**src/rtl/pe_pkg.sv**
```systemverilog
// Shared definitions for the PE column datapath: default widths, drain FSM states
// and the ReLU / shift / saturate transform applied to accumulated partial sums.
package pe_pkg;

    localparam int PE_DATA_WIDTH = 8;
    localparam int PE_PSUM_WIDTH = 32;

    typedef enum logic [1:0] {
        IDLE  = 2'd0,
        ACCUM = 2'd1,
        DRAIN = 2'd2
    } state_t;

    // Works on a sign-extended 64-bit psum so any PSUM_WIDTH up to 64 can share it.
    function automatic logic [31:0] relu_shift_sat(input logic signed [63:0] psum,
                                                   input logic [4:0]         shift,
                                                   input int                 data_width);
        logic [63:0] x;
        logic [63:0] max_val;
        x       = psum[63] ? 64'd0 : psum;
        x       = x >> shift;
        max_val = (64'd1 << data_width) - 64'd1;
        if (x > max_val) begin
            x = max_val;
        end
        return x[31:0];
    endfunction

endpackage

```
**src/rtl/psum_buf.sv**
```systemverilog
// DEPTH x PSUM_WIDTH register file: one synchronous write port, one combinational
// read port. Contents are not reset; the first pass of every job overwrites them.
module psum_buf #(
    parameter int DEPTH      = 16,
    parameter int PSUM_WIDTH = 32,
    parameter int AW         = $clog2(DEPTH)
) (
    input  logic                  clk,
    input  logic                  wr_en,
    input  logic [AW-1:0]         wr_addr,
    input  logic [PSUM_WIDTH-1:0] wr_data,
    input  logic [AW-1:0]         rd_addr,
    output logic [PSUM_WIDTH-1:0] rd_data
);

    logic [PSUM_WIDTH-1:0] mem [DEPTH];

    always_ff @(posedge clk) begin
        if (wr_en) begin
            mem[wr_addr] <= wr_data;
        end
    end

    assign rd_data = mem[rd_addr];

endmodule

```
**src/rtl/psum_drain.sv**
```systemverilog
// Accumulates PE-column psums over several passes, then drains ReLU/shift/saturated
// values through a registered valid/ready port (1-cycle load, holds under backpressure).
module psum_drain
    import pe_pkg::*;
#(
    parameter int DATA_WIDTH = PE_DATA_WIDTH,
    parameter int PSUM_WIDTH = PE_PSUM_WIDTH,
    parameter int DEPTH      = 16,
    parameter int PASS_W     = 4,
    parameter int AW         = $clog2(DEPTH)
) (
    input  logic                  clk,
    input  logic                  rst,
    input  logic                  cfg_start_i,
    input  logic [AW-1:0]         cfg_len_i,
    input  logic [PASS_W-1:0]     cfg_passes_i,
    input  logic [4:0]            cfg_shift_i,
    input  logic [PSUM_WIDTH-1:0] psum_i,
    input  logic                  psum_en_i,
    output logic [DATA_WIDTH-1:0] ofmap_o,
    output logic                  ofmap_valid_o,
    input  logic                  ofmap_ready_i,
    output logic                  busy_o,
    output logic                  done_o,
    output logic                  err_o
);

    state_t state, state_n;

    logic [AW-1:0]     len_q;
    logic [PASS_W-1:0] passes_q;
    logic [4:0]        shift_q;
    logic [AW-1:0]     wptr;
    logic [AW-1:0]     rptr;
    logic [PASS_W-1:0] pass;
    logic              rd_all;

    logic                         start;
    logic                         wr_en;
    logic                         load;
    logic                         finish;
    logic [AW-1:0]                rd_addr;
    logic signed [PSUM_WIDTH-1:0] rd_data;
    logic [PSUM_WIDTH-1:0]        wr_data;
    logic [DATA_WIDTH-1:0]        ofmap_d;

    always_ff @(posedge clk) begin
        if (rst) begin
            state <= IDLE;
        end else begin
            state <= state_n;
        end
    end

    always_comb begin
        state_n = state;
        start   = 1'b0;
        wr_en   = 1'b0;
        load    = 1'b0;
        finish  = 1'b0;
        case (state)
            IDLE: begin
                if (cfg_start_i) begin
                    start   = 1'b1;
                    state_n = ACCUM;
                end
            end
            ACCUM: begin
                if (psum_en_i) begin
                    wr_en = 1'b1;
                    if (wptr == len_q && pass == passes_q) begin
                        state_n = DRAIN;
                    end
                end
            end
            DRAIN: begin
                // rd_all marks that entry len is already in the output register.
                load = !rd_all && (!ofmap_valid_o || ofmap_ready_i);
                if (rd_all && ofmap_valid_o && ofmap_ready_i) begin
                    finish  = 1'b1;
                    state_n = IDLE;
                end
            end
            default: state_n = IDLE;
        endcase
    end

    assign rd_addr = (state == DRAIN) ? rptr : wptr;
    assign wr_data = (pass == '0) ? psum_i : rd_data + psum_i;
    assign ofmap_d = DATA_WIDTH'(relu_shift_sat(64'(rd_data), shift_q, DATA_WIDTH));
    assign busy_o  = (state != IDLE);

    psum_buf #(
        .DEPTH      (DEPTH),
        .PSUM_WIDTH (PSUM_WIDTH),
        .AW         (AW)
    ) u_buf (
        .clk     (clk),
        .wr_en   (wr_en),
        .wr_addr (wptr),
        .wr_data (wr_data),
        .rd_addr (rd_addr),
        .rd_data (rd_data)
    );

    always_ff @(posedge clk) begin
        if (rst) begin
            len_q         <= '0;
            passes_q      <= '0;
            shift_q       <= '0;
            wptr          <= '0;
            rptr          <= '0;
            pass          <= '0;
            rd_all        <= 1'b0;
            ofmap_o       <= '0;
            ofmap_valid_o <= 1'b0;
            done_o        <= 1'b0;
            err_o         <= 1'b0;
        end else begin
            done_o <= finish;

            // A start in the same cycle as a stray psum still clears the error.
            if (start) begin
                len_q    <= cfg_len_i;
                passes_q <= cfg_passes_i;
                shift_q  <= cfg_shift_i;
                wptr     <= '0;
                rptr     <= '0;
                pass     <= '0;
                rd_all   <= 1'b0;
                err_o    <= 1'b0;
            end else if (psum_en_i && state != ACCUM) begin
                err_o <= 1'b1;
            end

            if (wr_en) begin
                if (wptr == len_q) begin
                    wptr <= '0;
                    pass <= pass + PASS_W'(1);
                end else begin
                    wptr <= wptr + AW'(1);
                end
            end

            if (load) begin
                ofmap_o       <= ofmap_d;
                ofmap_valid_o <= 1'b1;
                if (rptr == len_q) begin
                    rd_all <= 1'b1;
                end else begin
                    rptr <= rptr + AW'(1);
                end
            end else if (ofmap_valid_o && ofmap_ready_i) begin
                ofmap_valid_o <= 1'b0;
            end
        end
    end

endmodule

```
**config.mk**
```make
export PLATFORM = sky130hd
export DESIGN_NAME = psum_drain
export DESIGN_NICKNAME = d
export VERILOG_FILES = /design/src/rtl/pe_pkg.sv /design/src/rtl/psum_buf.sv /design/src/rtl/psum_drain.sv
export SDC_FILE = /design/constraint.sdc
export NUM_CORES = 1
export LEC_CHECK = 0
export CAP_MARGIN = 30
export CELL_PAD_IN_SITES_DETAIL_PLACEMENT = 0
export CELL_PAD_IN_SITES_GLOBAL_PLACEMENT = 2
export CORE_ASPECT_RATIO = 1.5
export CORE_MARGIN = 1.5
export CORE_UTILIZATION = 25
export CTS_CLUSTER_DIAMETER = 50
export DETAILED_ROUTE_END_ITERATION = 8
export PLACE_DENSITY_LB_ADDON = 0.1
export SYNTH_ARGS = -nofsm -noshare
export SYNTH_HDL_FRONTEND = slang
export SYNTH_SLANG_ARGS = --single-unit
```
**constraint.sdc**
```tcl
create_clock -name clk -period 7.2 [get_ports clk]
set_input_delay 1.44 -clock clk [delete_from_list [all_inputs] [get_ports clk]]
set_output_delay 1.44 -clock clk [all_outputs]
set_load 0.01 [all_outputs]
```
==> key figures <==
Run status
  – Status: completed

STA
  – Skew final: 0.0316 ns
  – Setup_tns: 0 ns
  – Slew headroom: 0.375
  – Final Hold Viols: 0
  – Tightest Pin Transition: 0.938 ns
  – RSZ-0062 raised after global routing: false
  – Post-layout min period: between 6 and 7 ns
  – Period utilisation layout: 0.895
  – Max Freq: 0.155 GHz
  – Setup violations, final: 0
  – Final worst hold slack: 0.469 ns
  – Max Transition Viols Final: 0

Synth
  – Syn_nets: about 2100
  – Seq/Total Area, Yosys: 0.639
  – Mapped Area: 25300 µm²
  – Most common cell in the synthesized netlist: edfxtp_1
  – Top cell type's share of synthesized area: 0.609
  – Netlist cell types: slightly above 80
  – Main synth FF type: edfxtp_1
  – Cells after synthesis: 1994
  – Post-synth EDFFs: 512
  – Ranking of synthesized cells by area: edfxtp_1 61%, nand2_1 5.9%, mux2i_1 4.0%
  – Leading area contributor after synthesis: edfxtp_1
  – Fraction of registers with async set/reset: 0
  – Commonest cells in the netlist: 512 x edfxtp_1, 394 x nand2_1, 100 x mux2i_1
  – Syn_area_per_cell: 12.7 µm²
  – Flops & latches, synth: between 500 and 600
  – Ys Warns: 0

Drt
  – ANT nets after route: 0
  – DRT Pass-1 Iters: 5
  – Number of vias per cell: ~5
  – WL per Instance: 26.6 µm
  – Via count: 17000
  – DR iter-0 viols: 976
  – DRT Wirelength: between 90000 and 100000 µm
  – DRC Markers: 0

Worst setup path
  – R2R Setup Slk: 0.76 ns
  – WP data arrival: between 6 and 7 ns
  – Crit. End Element: flop
  – Startpoint Class: flop
  – CP Capture Point: u_buf.mem[15][31]$_DFFE_PP_
  – Crit path launch: state[0]$_SDFFE_PP0P_
  – RR Startpoint: state[0]$_SDFFE_PP0P_
  – Crit path max fanout: 24
  – CP Data Required Time: about 7.6 ns
  – Worst setup path class: flop to flop
  – Cells on worst reg2reg path: 19
  – R2R Path End: u_buf.mem[15][31]$_DFFE_PP_

Global route
  – Number of antenna violations at the first check in global routing: 0
  – First-pass GRT wire length: 131000 µm
  – Grt ovf: 0
  – Largest net degree at the start of global routing: between 90 and 100
  – GRT Total Usage: 0.180
  – Vias in the first global route: 17300

Floorplanning
  – Site Rows: 142
  – Initial core utilization: 0.253
  – Die height: between 300 and 400 µm
  – # IOs: 62
  – Die Wd: 263 µm
  – DIE AREA: just over 100000 µm²
  – Core Region: 100000 µm²

Clock tree
  – Clock Latency Late Sink: 0.65 ns
  – Clk buf depth: 3
  – Cts hold-fix bufs: 0
  – Num CTS Buffers: roughly 70
  – H-Tree Depth: 3
  – Reg clk slew, reported paths: 0.06 ns
  – Root Driver: clkbuf_16
  – CTS tree: done
  – Clk sinks: 551
  – Post-CTS setup buffer count: 0

Pwr
  – Peak VDD IR: 0.180 mV
  – Pwr/cell area: 264 nW/µm²
  – P_leak: 10.0 nW

Placed design
  – Dpl hpwl: 59000 µm
  – RD Place Congestion: roughly 0.77
  – DP Area: 27900 µm²
  – PortBufs: 61

Finish
  – # diodes: 0
  – Final #Nets: 2212
  – Final non-filler cell area: approximately 30000 µm²
  – Share of cells above drive strength 1: 0.142
  – Area growth syn-to-layout: 19.6%

Worst hold path
  – Min-delay worst type: flop to flop

Job
  – # Max-Cap Violations: 0
[cell type report]
type,instances,area (µm²)
Fill cell,10000,69800
Sequential cell,551,16200
Multi-Input combinational cell,1303,8520
Clock buffer,84,1850
Tap cell,1296,1620
Timing Repair Buffer,172,1510
Clock inverter,45,458
Inverter,24,90.1
[placed cells by master (no fill, tap or decap), drive strengths merged, types with 6 or more instances in the layout]
cell type	synthesis	routed
buf	68	111
o31ai	15	15
a22oi	10	10
a211oi	12	12
a31oi	47	47
ha	38	38
nor2	90	90
mux2i	102	102
a311oi	6	6
or3	6	6
clkinv	1	24
a21oi	91	91
inv	23	34
a211o	7	7
o22ai	16	16
nand2	394	394
and3	7	7
o21bai	8	8
nand3	97	97
a32oi	52	52
nor2b	6	6
nand2b	6	6
clkdlybuf4s50	0	61
o211ai	6	6
mux2	12	12
nor3	20	20
a21o	18	18
and2	24	24
o21a	7	7
o21ai	55	55
xor2	20	20
edfxtp	512	512
clkinvlp	0	6
nand4	8	8
dfxtp	39	39
clkbuf	48	84
mux4	32	32
xnor2	22	22
[per-stage QoR]
step	setup WS [ns]	utilization	power, mW	std cells
2_1_floorplan	1.29	-	4.18	1994
3_3_place_gp	0.414	0.279	4.53	3344
3_5_place_dp	0.335	0.279	4.53	3346
4_1_cts	0.314	0.302	8.10	3475
5_1_grt	0.281	0.302	8.27	3475
6_report	0.758	0.302	7.96	3475
[worst min path at each step]
stage | startpoint | slack [ns] | endpoint | cells after the start
after floorplan | passes_q[0]$_SDFFE_PP0P_ | 0.45 | passes_q[0]$_SDFFE_PP0P_ | 2
after global placement | passes_q[1]$_SDFFE_PP0P_ | 0.47 | passes_q[1]$_SDFFE_PP0P_ | 2
after detailed placement | passes_q[0]$_SDFFE_PP0P_ | 0.47 | passes_q[0]$_SDFFE_PP0P_ | 2
after CTS | passes_q[0]$_SDFFE_PP0P_ | 0.48 | passes_q[0]$_SDFFE_PP0P_ | 2
after global routing | passes_q[0]$_SDFFE_PP0P_ | 0.50 | passes_q[0]$_SDFFE_PP0P_ | 2
final | passes_q[0]$_SDFFE_PP0P_ | 0.47 | passes_q[0]$_SDFFE_PP0P_ | 2
[kinds of logic (layout without fill, tap and decap cells)]
logic type / Yosys count / in the layout / synth area share
AOI/OAI and AO/OA: 392 / 392 / 0.106
xor gates and xnor gates: 42 / 42 / 0.0146
adders and majority gates: 39 / 39 / 0.0196
buffers and inverters: 140 / 325 / 0.0262
DFF: 551 / 551 / 0.639
muxes: 146 / 146 / 0.0747
and+or+nand+nor: 684 / 684 / 0.119
[report_power, final]
part	switching [mW]	internal, mW
clock	1.47	2.05
sequential	0.0187	3.57
combinational	0.552	0.308
[sequential cells by signal, indices dropped and copies added, names as in the netlist, 2 cells and up]
name / cells
ofmap_o: 8
len_q: 4
state: 2
pass: 4
wptr: 4
u_buf.mem: 512
shift_q: 5
passes_q: 4
rptr: 4
[worst max-delay path, stage by stage, from the launching register on]
cell	delay (ns)
dfxtp_1	0.40
nand2b_1	0.52
a21o_4	0.51
mux4_2	0.57
nand2_1	0.08
nand4_1	0.32
ha_1	0.48
a21o_1	0.21
nor3_1	0.23
o211ai_1	0.20
and3b_1	0.27
nor3_1	0.28
nor2_1	0.12
a211o_1	0.32
a221o_1	0.33
a21o_1	0.18
a31oi_1	0.19
xnor2_1	0.08
nor2_1	0.30
xor2_2	0.52
[layer usage]
layer | share of wire | track usage | wire (µm)
met2 | 0.53 | 0.331 | 48600
met1 | 0.41 | 0.214 | 38200
met4 | 0.029 | 0.0635 | 2690
met5 | 0 | 0 | 0
met3 | 0.032 | 0.0247 | 2990
[repair_timing]
item                                    CTS  global route
hold endpoints to repair                  0             0
endpoints found under the setup margin    0            16
gates resized for setup                   0             1
No activity file was read; power rests on OpenSTA's default activity.
